$ cat src/rtl/seq_divider.sv
// seq_divider: iterative restoring divider for MIPS div/divu.
// One quotient bit per clock; quotient goes to LO, remainder to HI.
//
// state | meaning
// IDLE  | waiting for start; the done cycle is also an IDLE cycle
// RUN   | WIDTH shift/subtract iterations on magnitudes
// FIX   | apply signs (or divide-by-zero values), register results, pulse done
module seq_divider #(
  parameter int WIDTH = 32
) (
  input  logic             clk,
  input  logic             rst,
  input  logic             start,
  input  logic             signed_op,
  input  logic [WIDTH-1:0] dividend,
  input  logic [WIDTH-1:0] divisor,
  output logic             busy,
  output logic             done,
  output logic [WIDTH-1:0] quotient,
  output logic [WIDTH-1:0] remainder,
  output logic             div_by_zero
);

  localparam int CW = $clog2(WIDTH + 1);

  typedef enum logic [1:0] {
    S_IDLE = 2'd0,
    S_RUN  = 2'd1,
    S_FIX  = 2'd2
  } state_t;

  state_t           state_q;
  logic [WIDTH:0]   rem_q;
  logic [WIDTH-1:0] quo_q;
  logic [WIDTH-1:0] dvs_q;
  logic [CW-1:0]    cnt_q;
  logic             qneg_q;
  logic             rneg_q;
  logic             dz_q;

  logic [WIDTH-1:0] dvd_abs_w;
  logic [WIDTH-1:0] dvs_abs_w;
  logic [WIDTH+1:0] shift_w;
  logic [WIDTH+1:0] trial_w;
  logic [WIDTH:0]   rem_d;
  logic [WIDTH-1:0] quo_d;
  logic [WIDTH-1:0] q_fix_d;
  logic [WIDTH-1:0] r_fix_d;

  // Operand magnitudes for the capture cycle (raw values when unsigned).
  always_comb begin
    dvd_abs_w = dividend;
    dvs_abs_w = divisor;
    if (signed_op && dividend[WIDTH-1]) dvd_abs_w = -dividend;
    if (signed_op && divisor[WIDTH-1])  dvs_abs_w = -divisor;
  end

  // One restoring step: shift in the next dividend bit, keep the trial if non-negative.
  // The partial remainder is always below the divisor, so one extra sign bit is enough.
  always_comb begin
    shift_w = {rem_q, quo_q[WIDTH-1]};
    trial_w = shift_w - {2'b00, dvs_q};
    if (trial_w[WIDTH+1]) begin
      rem_d = shift_w[WIDTH:0];
      quo_d = {quo_q[WIDTH-2:0], 1'b0};
    end else begin
      rem_d = trial_w[WIDTH:0];
      quo_d = {quo_q[WIDTH-2:0], 1'b1};
    end
  end

  // Final result values; on divide-by-zero quo_q holds the raw dividend.
  always_comb begin
    if (dz_q) begin
      q_fix_d = '1;
      r_fix_d = quo_q;
    end else begin
      q_fix_d = qneg_q ? -quo_q : quo_q;
      r_fix_d = rneg_q ? -rem_q[WIDTH-1:0] : rem_q[WIDTH-1:0];
    end
  end

  // Control FSM with registered outputs.
  always_ff @(posedge clk or posedge rst) begin
    if (rst) begin
      state_q     <= S_IDLE;
      rem_q       <= '0;
      quo_q       <= '0;
      dvs_q       <= '0;
      cnt_q       <= '0;
      qneg_q      <= 1'b0;
      rneg_q      <= 1'b0;
      dz_q        <= 1'b0;
      busy        <= 1'b0;
      done        <= 1'b0;
      quotient    <= '0;
      remainder   <= '0;
      div_by_zero <= 1'b0;
    end else begin
      done <= 1'b0;
      unique case (state_q)
        S_IDLE: begin
          if (start) begin
            busy  <= 1'b1;
            rem_q <= '0;
            if (divisor == '0) begin
              quo_q   <= dividend;
              dvs_q   <= '0;
              cnt_q   <= '0;
              qneg_q  <= 1'b0;
              rneg_q  <= 1'b0;
              dz_q    <= 1'b1;
              state_q <= S_FIX;
            end else begin
              quo_q   <= dvd_abs_w;
              dvs_q   <= dvs_abs_w;
              cnt_q   <= CW'(WIDTH);
              qneg_q  <= signed_op & (dividend[WIDTH-1] ^ divisor[WIDTH-1]);
              rneg_q  <= signed_op & dividend[WIDTH-1];
              dz_q    <= 1'b0;
              state_q <= S_RUN;
            end
          end
        end
        S_RUN: begin
          rem_q <= rem_d;
          quo_q <= quo_d;
          cnt_q <= cnt_q - 1'b1;
          if (cnt_q == CW'(1)) state_q <= S_FIX;
        end
        S_FIX: begin
          quotient    <= q_fix_d;
          remainder   <= r_fix_d;
          div_by_zero <= dz_q;
          done        <= 1'b1;
          busy        <= 1'b0;
          state_q     <= S_IDLE;
        end
        default: begin
          state_q <= S_IDLE;
          busy    <= 1'b0;
        end
      endcase
    end
  end

endmodule

$ cat config.mk
export PLATFORM = sky130hd
export DESIGN_NAME = seq_divider
export DESIGN_NICKNAME = d
export VERILOG_FILES = /design/src/rtl/seq_divider.sv
export SDC_FILE = /design/constraint.sdc
export NUM_CORES = 1
export LEC_CHECK = 0
export CAP_MARGIN = 20
export CORE_MARGIN = 4
export CORE_UTILIZATION = 45
export CTS_CLUSTER_SIZE = 30
export DETAILED_ROUTE_END_ITERATION = 7
export DONT_BUFFER_PORTS = 1
export SLEW_MARGIN = 30
export SYNTH_ARGS = -nofsm -noshare
export SYNTH_HDL_FRONTEND = slang
export SYNTH_SLANG_ARGS = --single-unit
$ cat constraint.sdc
create_clock -name clk -period 4.75 [get_ports clk]
set_input_delay 0.2375 -clock clk [delete_from_list [all_inputs] [get_ports clk]]
set_output_delay 0.2375 -clock clk [all_outputs]
set_load 0.005 [all_outputs]
-- Word-level counts from Yosys, hierarchy flattened
Index checks and enable logic that the tools add are counted.
- register bits: 175
- output and inout port bits: 67
- word-level logic and storage cells: 64
- add/subtract/negate cells: 6
- equal/unequal tests: 5
- multiplexer cells: 27
- bitwise gates (word level): 4
- reductions and logical operators: 9
- operators by type and width (operator ; number):
    $mux 32 ; 9
    $neg 32->32 ; 4
    $mux 33 ; 2
    $pmux 33 s2 ; 1
    $pmux 32 s2 ; 1
    $sub 34x32->34 ; 1
    $logic_not 32->1 ; 1
    $mux 6 ; 2
    $pmux 6 s2 ; 1
    $reduce_and 2->1 ; 4
    $eq 6x1->1 const B ; 1
    $mux 1 ; 6
    $mux 2 ; 3
    $sub 6x1->6 const B ; 1
    $ne 2x2->1 const B ; 2
    $pmux 2 s2 ; 1
    $and 1x1->1 ; 2
    $eq 2x1->1 const B ; 1
    $eq 2x2->1 const B ; 1
    $logic_and 1x1->1 ; 2
    $logic_not 2->1 ; 1
    $pmux 1 s2 ; 1
    $reduce_bool 2->1 ; 1
    $not 1->1 ; 1
    $xor 1x1->1 ; 1

-- Depth between registers and ports, before layout
Gate-level depths: netlist of the first run.
- word-level depth: 5
- depth in mapped cells: 13

-- Least setup slack after synthesis of the first run
No wires, ideal clock.
- path type: register -> register
- start: reg quo_q[10]
- end: reg quotient[30]
- arrival time: 2.731 ns
- data required time: 4.613 ns
- slack: 1.882 ns
- cell stages (with the launch flop): 9
- buffers on the path: 1
- clock period less this slack: 2.868 ns
- path through: dfrtp_1 > buf_6 > or4_4 > or4_4 > or4_4 > or2_4 > o41ai_2 > xor2_1 > a21oi_1
- longest elaborated chain between the ends: 3
- RTL lines (what ; line ; RTL):
    start, declared ; 34 ; logic [WIDTH-1:0] quo_q;
    start signal, assigned ; 107 ; quo_q <= dividend;
    start signal, assigned ; 115 ; quo_q <= dvd_abs_w;
    start signal, assigned ; 127 ; quo_q <= quo_d;
    $neg 32->32 ; 78 ; q_fix_d = qneg_q ? -quo_q : quo_q;
    $mux 32 ; 78 ;
    $mux 32 ; 74 ; if (dz_q) begin
    end signal, assigned ; 132 ; quotient <= q_fix_d;
    end, declared ; 19 ; output logic [WIDTH-1:0] quotient,
Every way passes these cells.
A chain may end at the register's enable or synchronous reset.

-- Worst setup path after layout of the first run
- start: reg quo_q[0]
- end: reg quotient[31]
Same word-level chain as after synthesis.

==> impl_summary.txt, run 1 <==
----------------------------------------------------
[Floorplan]
  Core area ... 0.02518 mm^2
  Initial Utilization ... 45.70%
  Die Span X ... 167.9 um
  Die footprint ... 0.02819 mm^2
  Site row count ... 58
  Top-level I/O count ... between 100 and 150
  Y dimension of the die ... around 170 um

[Run]
  Number of maximum-capacitance constraint violations ... 0

[Synth]
  Library cells used by synthesis ... 68
  Top area cells in the synthesized netlist ... dfrtp_1, o21ai_0, xor2_1
  Library cell with the largest summed area after synthesis ... dfrtp_1
  Sequential share of the synthesized area ... between 30% and 40%
  Post-Synthesis Cell Area ... 0.01151 mm^2
  Fraction of synthesis flops using an asynchronous set or reset pin ... 100.0%
  Top post-synthesis cells by count ... o21ai_0, dfrtp_1, nand2_1
  Yosys reg bits ... 175
  Synth Area per Inst ... 8.412 um^2
  Top-area cell type share of the netlist area ... 38.06%
  Post-synth EDFFs ... 0
  Most common flop cell mapped by yosys ... dfrtp_1
  Mapped Nets ... roughly 1500
  Syn Inst Count ... around 1400
  Synthesis warning total ... 0
  Most common cell in the netlist ... o21ai_0

[Setup path]
  Required time of the critical path ... 5.05 ns
  Highest cell delay on the worst timing path ... 0.54 ns
  Slowest-stage cell, CP ... or4b_4
  Arrival time at the worst endpoint ... 3.58 ns
  Startpoint of the lowest-slack register-to-register path ... quo_q[0]
  Largest fanout on the critical path ... 4
  Category of the worst setup path launch point ... flop
  Launching element of the worst setup path ... quo_q[0]
  Critical setup path kind ... reg -> reg
  Worst path buffer plus inverter count ... 0
  Gate family responsible for the most delay along the worst path ... simple AND/OR/NAND/NOR gates
  Chain of cells forming the critical path ... or2_1, or4b_4, nand2b_4, or4_1, o41a_1, a21o_1, a21oi_2, xnor2_1, a21oi_1
  Kind of end point of the critical path ... flop

[Global route]
  Leftover overflow at the end of global routing ... 0
  Initial antenna violation count ... 0
  Wire length of the first global-routing pass ... 49.69 mm
  Via count of the first global-routing pass ... 9265
  Global routing usage on met1 ... 31.05%
  Routing layer with the top usage in global route ... met2
  GRT met2 Usage ... 33.09%
  Global Route met3 Usage ... 4.438%
  Total track usage ... 21.40%
  Pin count of the biggest net entering global routing ... 176

[Power]
  Final total power ... between 9 and 10 mW
  Power per standard cell area ... 774.8 mW/mm^2
  Leakage power figure ... 5.244 nW
  Worst IR drop on VDD ... 0.3650 mV

[Placement]
  Total cell area at the placement stage ... 0.01178 mm^2
  Weighted congestion at the end of routability-driven global placement ... 0.8436
  Detail Placement HPWL ... between 20 and 25 mm
  Input/output buffers ... 0

[Detailed routing]
  WL final ... 30.34 mm
  Detailed-router iteration count before antenna repair ... 5
  Vias per Instance ... 5.607
  Starting DRT DRC Count ... 695
  Via Count ... 9555
  Average detailed-routed wire length per instance ... 17.80 um
  Number of DRC violations after detailed routing ... 0
  Antenna Nets Post-Route ... 0

[Final layout]
  Final standard cell area without fillers ... 0.01272 mm^2
  Area growth from synthesis to layout ... 10.54%
  Fraction of layout instances using a drive strength above 1 ... approximately 6%
  Final net count ... 1468
  Diodes inserted ... 0

[STA]
  Post-route fraction of the period consumed by the critical path ... 69.18%
  Unrepaired setup endpoints after global routing ... false
  Minimum period implied by the final worst setup slack ... 3.286 ns
  Count of endpoints failing hold in the final timing report ... 0
  Max transition margin ... a little under two fifths
  Final Max Slew Viols ... 0
  Sum Neg Setup Slack ... 0 ns
  Worst Hold Margin ... ~0.012 ns
  Least-Margin Pin Slew ... 0.9409 ns
  Final Skew ... 0.01125 ns
  Final setup vio count ... 0
  F_max ... 304.3 MHz

[CTS]
  Post-CTS Setup Inserts ... 0
  Maximum number of buffers from clock root to sink ... 2
  Source-to-sink clock delay at the later pin of the worst-skew pair ... about 0.44 ns
  Sink Count ... between 150 and 200
  Num CTS Buffers ... 17
  CTS tree ... built
  Post-CTS clock slew at the launch and capture registers of the worst setup and hold paths ... 0.08 ns
  Number of H-tree levels ... 4
  Library cell used as clock root buffer ... clkbuf_16

[Outcome]
  Result of the run ... finished clean

[Hold path]
  Class of the tightest hold or removal check ... in -> reg
  Min-Delay Startpoint ... dividend[13]

----------------------------------------------------
metal layers:
layer | part of all wire, % | routed length (um) | vias up
met3 | 6.5 | 1958 | 25
li1 | - | - | 4825
met4 | 1.2 | 349 | 0
met1 | 48 | 14560 | 4445
met5 | 0 | 0 | -
met2 | 44 | 13470 | 260
worst reg2reg max path: cells and delay by family (launching register included):
kind | cells | cell delay, ns
xor+xnor | 1 | 0.25
flops | 1 | 0.43
simple gates | 4 | 1.51
compound gates | 4 | 0.96
through the flow:
| stage | util (%) | instances | setup slack, ns |
|---|---|---|---|
| 3_3_place_gp | 46.67 | 1637 | 1.313 |
| 6_report | 50.51 | 1704 | 1.464 |
| 4_1_cts | 50.33 | 1702 | 1.443 |
| 5_1_grt | 50.51 | 1704 | 1.140 |
| 3_5_place_dp | 46.80 | 1638 | 1.212 |
| 2_1_floorplan | - | 1368 | 1.882 |
kinds of logic after synthesis:
kind of cell	Yosys count	share of synthesized area [%]
adder cells (fa/ha/maj)	39	4.306
multiplexers	24	2.098
buffers and inverters	129	4.458
flip-flops	175	38.06
AO/OA/AOI/OAI	442	22.12
AND/OR/NAND/NOR	410	17.63
XOR/XNOR	149	11.34
layout by cell type, fill, tap and decap left out, drive strengths merged, types with 3 or more instances in the layout:
master and count:
inv 64, o41ai 16, nor3 17, or3 13
o21ai 181, o22ai 14, xnor2 49, ha 38
nand2b 9, nor2b 9, o31ai 30, a21o 6
nand4 7, nor4 4, clkbuf 18, or4 21
or2 10, nand3b 26, buf 13, and2 3
xor2 100, nor2 111, nor3b 3, a32oi 9
o21a 10, dfrtp 175, clkinv 5, nand2 157
mux2i 23, a211oi 7, dlygate4sd3 33, a21oi 153
nand3 11
path summary, 6_finish.rpt:
| path | depth (start not counted) | slack (ns) | end |
|---|---|---|---|
| worst max-delay path | 9 | 1.46 | quotient[31] |
| worst min-delay path | 2 | 0.01 | quo_q[13] |
| worst max register to register | 9 | 1.46 | quotient[31] |
| worst min register to register | 2 | 0.48 | dvs_q[19] |
| max in group asynchronous | 4 | 3.52 | rneg_q |
| min in group asynchronous | 3 | 0.35 | quotient[3] |
timing repair:
| item | 4_1_cts | 5_1_grt |
|---|---|---|
| gates resized for setup | 0 | 0 |
| endpoints found under the hold margin | 32 | 65 |
| hold buffers | 32 | 1 |
area by class of cell:
class / instances / area [um^2]
clock inverters: 14 / 141.4
clock buffers: 18 / 429.2
repair buffers: 46 / 480.5
inverters: 57 / 217.7
well taps: 330 / 412.9
multi-input cells: 1064 / 6655
fillers: 2412 / 12460
flip-flops and latches: 175 / 4383
where the power goes:
part           switching, mW  internal, mW
Combinational           3.11          2.30
Sequential             0.887          2.17
Clock                  0.685         0.703
registers in the layout (all words and copies together) (netlist names), 2 cells and up:
register   cells
rem_q         33
dvs_q         32
quo_q         32
quotient      32
remainder     32
cnt_q          6
state_q        2
Power figures use the tool's default switching activity.
==> inputs of run 2 (changes only) <==
==> constraint.sdc (replaced) <==
create_clock -name clk -period 3.4 [get_ports clk]
set_input_delay 0.17 -clock clk [delete_from_list [all_inputs] [get_ports clk]]
set_output_delay 0.17 -clock clk [all_outputs]
set_load 0.005 [all_outputs]
==> run 2 against run 1 <==
Sequential power increased by 38%. Maximum frequency shrank 1.6%. Total power up 41%. Final cell count is 2.8% higher. Worst setup slack got worse by 1.4 ns. Register-to-register slack lost 1.4 ns. Core utilization is 1.6 points higher. Clock skew fell by 0.00056 ns. Non-clock buffer count rose by 48. Die area unchanged.
==> impl_summary.txt, run 2 (synthesis gave the netlist of run 1 again) <==
----------------------------------------------------
[Outcome]
  Result of the run ... finished clean (unchanged)

[Placement]
  Total cell area at the placement stage ... 0.01189 mm^2 (was 0.01178 mm^2)
  Detail Placement HPWL ... 22.29 mm (was 21.90 mm)
  Weighted congestion at the end of routability-driven global placement ... 0.8836 (was 0.8436)
  Input/output buffers ... 0 (unchanged)

[Final layout]
  Fraction of layout instances using a drive strength above 1 ... 6.826% (was 5.895%)
  Final standard cell area without fillers ... 0.01312 mm^2 (was 0.01272 mm^2)
  Area growth from synthesis to layout ... 13.99% (was 10.54%)
  Count of fill cells added during filler insertion ... 2386 (was 2412)
  Fraction of the core area covered by cells at the end of the flow ... 52.09% (was 50.51%)
  Final net count ... 1516 (was 1468)
  Diodes inserted ... 0 (unchanged)
  Register with the most flip-flops ... rem_q (unchanged)
  Most used cells in the layout excluding fill and tap cells ... o21ai_0, dfrtp_1, nand2_1 (unchanged)
  Leading cell type in the layout, fill and taps excluded ... o21ai_0 (unchanged)
  Number of flip-flops under the largest register name ... 33 (unchanged)

[STA]
  Unrepaired setup endpoints after global routing ... false (unchanged)
  Worst Hold Margin ... 0.01790 ns (was 0.01201 ns)
  Final setup vio count ... 0 (unchanged)
  Final Max Slew Viols ... 0 (unchanged)
  Count of endpoints failing hold in the final timing report ... 0 (unchanged)
  Max transition margin ... 49.79% (was 37.28%)
  Minimum period implied by the final worst setup slack ... 3.340 ns (was 3.286 ns)
  F_max ... 299.4 MHz (was 304.3 MHz)
  Final Skew ... 0.01069 ns (was 0.01125 ns)
  Least-Margin Pin Slew ... 0.7485 ns (was 0.9409 ns)
  Sum Neg Setup Slack ... 0 ns (unchanged)
  Post-route fraction of the period consumed by the critical path ... 98.23% (was 69.18%)

[Floorplan]
  Site row count ... 58 (unchanged)
  Y dimension of the die ... 167.9 um (unchanged)
  Core area ... 0.02518 mm^2 (unchanged)
  Top-level I/O count ... 135 (unchanged)
  Die footprint ... 0.02819 mm^2 (unchanged)
  Initial Utilization ... 45.70% (unchanged)
  Die Span X ... 167.9 um (unchanged)

[Power]
  Leakage power figure ... 5.441 nW (was 5.244 nW)
  Clock power frac ... 13.8% (was 14.1%)
  Net switching power ... 6.620 mW (was 4.685 mW)
  Fraction of power spent switching nets ... 47.48% (was 47.54%)
  Power per standard cell area ... 1063 mW/mm^2 (was 774.8 mW/mm^2)
  Power share of the combinational group ... 56.0% (was 54.9%)
  Sequential share of power ... 30.1% (was 31.0%)
  Worst IR drop on VDD ... 0.3967 mV (was 0.3650 mV)
  Internal power ... 7.323 mW (was 5.170 mW)

[Setup path]
  Arrival time at the worst endpoint ... 3.65 ns (was 3.58 ns)
  Required time of the critical path ... 3.71 ns (was 5.05 ns)
  FF-to-FF path depth ... 9 (unchanged)
  Kind of end point of the critical path ... flop (unchanged)
  Largest fanout on the critical path ... 4 (unchanged)
  Category of the worst setup path launch point ... flop (unchanged)
  Critical setup path kind ... reg -> reg (unchanged)

[Hold path]
  Class of the tightest hold or removal check ... in -> reg (unchanged)
  Number of cells traversed by the worst hold path ... 3 (was 2)

[Global route]
  Initial antenna violation count ... 0 (unchanged)
  Leftover overflow at the end of global routing ... 0 (unchanged)
  Total track usage ... 22.00% (was 21.40%)
  Wire length of the first global-routing pass ... 51.12 mm (was 49.69 mm)
  Pin count of the biggest net entering global routing ... 125 (was 176)
  Via count of the first global-routing pass ... 9485 (was 9265)

[Detailed routing]
  Vias per Instance ... 5.669 (was 5.607)
  WL final ... 31.54 mm (was 30.34 mm)
  Via Count ... 9926 (was 9555)
  Number of DRC violations after detailed routing ... 0 (unchanged)
  Antenna Nets Post-Route ... 0 (unchanged)
  Average detailed-routed wire length per instance ... 18.01 um (was 17.80 um)
  Starting DRT DRC Count ... 945 (was 695)
  Detailed-router iteration count before antenna repair ... 5 (unchanged)

[CTS]
  Number of H-tree levels ... 4 (unchanged)
  Sink Count ... 175 (unchanged)
  Source-to-sink clock delay at the later pin of the worst-skew pair ... 0.43 ns (was 0.44 ns)
  CTS tree ... built (unchanged)
  Post-CTS Setup Inserts ... 0 (unchanged)
  Maximum number of buffers from clock root to sink ... 2 (unchanged)
  Library cell used as clock root buffer ... clkbuf_16 (unchanged)
  Num CTS Buffers ... 17 (unchanged)
  Post-CTS clock slew at the launch and capture registers of the worst setup and hold paths ... 0.07 ns (was 0.08 ns)

[Run]
  Number of maximum-capacitance constraint violations ... 0 (unchanged)

----------------------------------------------------
==> run 2: changes by cell type in the layout (fill, tap and decap cells not counted), sizes merged <==
cell,before,now
buf,13,29
clkbuf,18,17
inv,64,63
dlygate4sd3,33,65
clkinvlp,2,3
==> run 2: area by class of cell <==
cell class                 instances  area [um^2]  share of cell area [%]
clock inverter                    14        147.6                   1.126
clock buffer                      17        425.4                   3.243
inverter                          57        217.7                   1.660
timing repair buffer              94        880.8                   6.715
sequential                       175         4382                   33.40
multi-input combinational       1064         6651                   50.71
tap                              330        412.9                   3.148
==> run 2: per-stage QoR <==
step	instances	setup WS (ns)	power, mW
after floorplan	1368	0.5323	9.859
after global placement	1655	0.09613	11.76
after detailed placement	1655	0.1307	11.88
after CTS	1751	0.1169	13.91
after global routing	1751	0.007837	15.20
final	1751	0.06012	13.94
==> run 2: power groups by stage <==
stage / Combinational [mW] / Sequential, mW / Clock (mW)
after floorplan: 6.10 / 3.76 / 0
after global placement: 7.58 / 4.19 / 0
after detailed placement: 7.66 / 4.22 / 0
after CTS: 7.77 / 4.18 / 1.96
after global routing: 8.83 / 4.34 / 2.04
final: 7.81 / 4.20 / 1.93
==> run 2: layer usage <==
metal  up-vias  global-route usage, %  part of all wire, %
li1       4907                      -                    -
met2       308                  34.71                   45
met5         -                      0                    0
met1      4686                  32.22                   48
met3        25                  3.545                  5.8
met4         0                  4.446                  1.1
==> run 2: final timing paths <==
kind / from / to / slack, ns
min in group asynchronous: rst / quotient[5] / 0.08
max: quo_q[0] / quotient[31] / 0.06
max in group asynchronous: rst / dz_q / 2.42
min reg2reg: dvs_q[23] / dvs_q[23] / 0.48
max reg2reg: quo_q[0] / quotient[31] / 0.06
min: dividend[30] / quo_q[31] / 0.02
==> run 2: repair_timing <==
action	4_1_cts	5_1_grt
hold endpoints to repair	238	0
hold buffers	65	0
gates resized for setup	0	0
==> run 2: worst max-delay path, stage by stage (launching register included) <==
cell and delay, ns:
dfrtp_1 0.44, or2_1 0.29, or4b_4 0.54, nand2b_4 0.18, or4_1 0.53, o41a_1 0.40, a21o_1 0.23, a21oi_2 0.23
xnor2_1 0.26, a21oi_1 0.12
==> inputs of run 3 (changes only) <==
--- a/config.mk
+++ b/config.mk
@@ -6,11 +6,14 @@
 export NUM_CORES = 1
 export LEC_CHECK = 0
 export CAP_MARGIN = 20
+export CELL_PAD_IN_SITES_DETAIL_PLACEMENT = 1
+export CELL_PAD_IN_SITES_GLOBAL_PLACEMENT = 2
 export CORE_MARGIN = 4
-export CORE_UTILIZATION = 45
+export CORE_UTILIZATION = 39
 export CTS_CLUSTER_SIZE = 30
 export DETAILED_ROUTE_END_ITERATION = 7
 export DONT_BUFFER_PORTS = 1
+export PLACE_DENSITY_LB_ADDON = 0.1
 export SLEW_MARGIN = 30
 export SYNTH_ARGS = -nofsm -noshare
 export SYNTH_HDL_FRONTEND = slang
==> run 3 against run 2 <==
Worst setup slack improved by 0.19 ns. Combinational power increased by 7.4%. Non-clock buffer count increased by 15. Critical path depth decreased by 1. Total power increased by 4.7%. Final cell count increased by 4.0%. Core utilization decreased by 5.8 points. Clock-buffer cell count increased by 3. Sequential share of layout area decreased by 0.67 points. Global-route usage about the same. Hold slack about the same. First-iteration DRC count decreased by 48%.
==> impl_summary.txt, run 3 (synthesis gave the netlist of run 1 again) <==
----------------------------------------------------
[Outcome]
  Result of the run ... finished clean (unchanged)

[Detailed routing]
  Starting DRT DRC Count ... 488 (was 945)
  Vias per Instance ... 5.468 (was 5.669)
  Average detailed-routed wire length per instance ... 19.43 um (was 18.01 um)
  Number of DRC violations after detailed routing ... 0 (unchanged)
  Via Count ... 9958 (was 9926)
  Antenna Nets Post-Route ... 0 (unchanged)
  Detailed-router iteration count before antenna repair ... 4 (was 5)
  WL final ... 35.39 mm (was 31.54 mm)

[Floorplan]
  Initial Utilization ... 39.77% (was 45.70%)
  Core area ... 0.02894 mm^2 (was 0.02518 mm^2)
  Die Span X ... 179.8 um (was 167.9 um)
  Y dimension of the die ... 179.8 um (was 167.9 um)
  Die footprint ... 0.03232 mm^2 (was 0.02819 mm^2)
  Site row count ... 62 (was 58)
  Top-level I/O count ... 135 (unchanged)

[Global route]
  Via count of the first global-routing pass ... 10433 (was 9485)
  Wire length of the first global-routing pass ... 58.43 mm (was 51.12 mm)
  Total track usage ... 22.01% (was 22.00%)
  Pin count of the biggest net entering global routing ... 80 (was 125)
  Initial antenna violation count ... 0 (unchanged)
  Leftover overflow at the end of global routing ... 0 (unchanged)

[Final layout]
  Count of fill cells added during filler insertion ... 3417 (was 2386)
  Number of flip-flops under the largest register name ... 33 (unchanged)
  Count of placed standard cells in the final layout, fillers left out ... 1821 (was 1751)
  Diodes inserted ... 0 (unchanged)
  Leading cell type in the layout, fill and taps excluded ... o21ai_0 (unchanged)
  Final net count ... 1531 (was 1516)
  Fraction of layout instances using a drive strength above 1 ... 7.864% (was 6.826%)
  Area growth from synthesis to layout ... 16.28% (was 13.99%)
  Most used cells in the layout excluding fill and tap cells ... o21ai_0, dfrtp_1, nand2_1 (unchanged)
  Register with the most flip-flops ... rem_q (unchanged)

[STA]
  Max transition margin ... 41.52% (was 49.79%)
  Final Skew ... 0.01361 ns (was 0.01069 ns)
  Minimum period implied by the final worst setup slack ... 3.154 ns (was 3.340 ns)
  Worst Hold Margin ... 0.01835 ns (was 0.01790 ns)
  Least-Margin Pin Slew ... 0.8772 ns (was 0.7485 ns)
  Final setup vio count ... 0 (unchanged)
  Post-route fraction of the period consumed by the critical path ... 92.76% (was 98.23%)
  F_max ... 317.1 MHz (was 299.4 MHz)
  Unrepaired setup endpoints after global routing ... false (unchanged)
  Sum Neg Setup Slack ... 0 ns (unchanged)
  Final Max Slew Viols ... 0 (unchanged)
  Count of endpoints failing hold in the final timing report ... 0 (unchanged)

[CTS]
  Maximum number of buffers from clock root to sink ... 2 (unchanged)
  Sink Count ... 175 (unchanged)
  Source-to-sink clock delay at the later pin of the worst-skew pair ... 0.44 ns (was 0.43 ns)
  Number of H-tree levels ... 4 (unchanged)
  Num CTS Buffers ... 17 (unchanged)
  Post-CTS clock slew at the launch and capture registers of the worst setup and hold paths ... 0.07 ns (about the same)
  Library cell used as clock root buffer ... clkbuf_16 (unchanged)
  Post-CTS Setup Inserts ... 0 (unchanged)
  CTS tree ... built (unchanged)

[Setup path]
  Largest fanout on the critical path ... 8 (was 4)
  Chain of cells forming the critical path ... nor4_4, nand4_1, or4_4, or4_4, or2_4, o41ai_2, xor2_1, a21oi_1 (was or2_1, or4b_4, nand2b_4, or4_1, o41a_1, a21o_1, a21oi_2, xnor2_1, a21oi_1)
  FF-to-FF path depth ... 8 (was 9)
  Kind of end point of the critical path ... flop (unchanged)
  Gate family responsible for the most delay along the worst path ... simple AND/OR/NAND/NOR gates (unchanged)
  Highest cell delay on the worst timing path ... 0.52 ns (was 0.54 ns)
  Required time of the critical path ... 3.71 ns (about the same)
  Worst path buffer plus inverter count ... 0 (unchanged)
  Category of the worst setup path launch point ... flop (unchanged)
  Critical setup path kind ... reg -> reg (unchanged)
  Startpoint of the lowest-slack register-to-register path ... quo_q[6] (was quo_q[0])
  Cell repeated most along the worst path ... or4_4
  Flop2flop setup slack ... 0.25 ns (was 0.06 ns)
  Slowest-stage cell, CP ... dfrtp_1 (was or4b_4)
  Arrival time at the worst endpoint ... 3.46 ns (was 3.65 ns)
  R2r endpoint ... quotient[30] (was quotient[31])

[Placement]
  Input/output buffers ... 0 (unchanged)
  Weighted congestion at the end of routability-driven global placement ... 0.7901 (was 0.8836)
  Cells after DPL ... 1725 (was 1655)
  Detail Placement HPWL ... 26.01 mm (was 22.29 mm)

[Hold path]
  Endpoint, Worst Hold ... quo_q[12] (was quo_q[31])
  Number of cells traversed by the worst hold path ... 2 (was 3)
  Class of the tightest hold or removal check ... in -> reg (unchanged)
  Min-Delay Startpoint ... dividend[12] (was dividend[30])

[Power]
  Leakage power figure ... 5.543 nW (was 5.441 nW)
  Final total power ... 14.60 mW (was 13.94 mW)
  Power per standard cell area ... 1091 mW/mm^2 (was 1063 mW/mm^2)
  Worst IR drop on VDD ... 0.5058 mV (was 0.3967 mV)

[Run]
  Number of maximum-capacitance constraint violations ... 0 (unchanged)

----------------------------------------------------
run 3: changes by cell type in the layout (fill, tap and decap cells not counted), moves of 2 or more:
| cell | before | now |
|---|---|---|
| buf_12 | 1 | 4 |
| buf_4 | 28 | 41 |
| bufinv_16 | 0 | 3 |
| clkbuf_8 | 0 | 2 |
| clkinv_8 | 2 | 0 |
| clkinvlp_4 | 3 | 5 |
| inv_6 | 3 | 1 |
| inv_8 | 5 | 0 |
run 3: worst max-delay path by stage:
| stage | start | to | depth (start not counted) |
|---|---|---|---|
| 2_1_floorplan | quo_q[10] | quotient[30] | 8 |
| 3_3_place_gp | rem_q[9] | remainder[30] | 10 |
| 3_5_place_dp | rem_q[9] | remainder[30] | 10 |
| 4_1_cts | rem_q[9] | remainder[30] | 10 |
| 5_1_grt | quo_q[31] | rem_q[26] | 14 |
| 6_report | quo_q[6] | quotient[30] | 8 |
run 3: routing by layer:
layer,part of all wire (%),up-vias,track usage (%)
li1,-,4921,-
met1,48,4827,30.23
met2,47,179,36.14
met3,3.9,31,3.961
met4,1.3,0,5.578
met5,0,-,0
run 3: layout make-up:
class | count | area [um^2] | share of cell area (%)
timing repair buffer | 109 | 1028 | 7.687
inverter | 57 | 217.7 | 1.627
sequential | 175 | 4380 | 32.74
clock inverter | 12 | 160.2 | 1.197
tap | 384 | 480.5 | 3.591
clock buffer | 20 | 456.7 | 3.413
multi-input combinational | 1064 | 6656 | 49.75
run 3: stage by stage:
step | cell area, um^2 | worst slack, ns | utilization [%]
5_1_grt | 13380 | 0.05423 | 46.24
6_report | 13380 | 0.2461 | 46.24
3_5_place_dp | 12120 | 0.1998 | 41.87
3_3_place_gp | 12110 | 0.2267 | 41.86
2_1_floorplan | 11510 | 0.5323 | -
4_1_cts | 13360 | 0.1732 | 46.19
run 3: timing repair:
action                     4_1_cts  5_1_grt
hold buffers                    63        1
gates resized for setup          0        1
hold endpoints to repair       124        1
setup endpoints to repair        0        1
run 3: power breakdown:
part / switching, mW / total (mW) / internal (mW)
sequential: 1.09 / 4.12 / 3.03
clock: 0.885 / 2.09 / 1.20
combinational: 4.86 / 8.39 / 3.53
total: 6.84 / 14.6 / 7.76
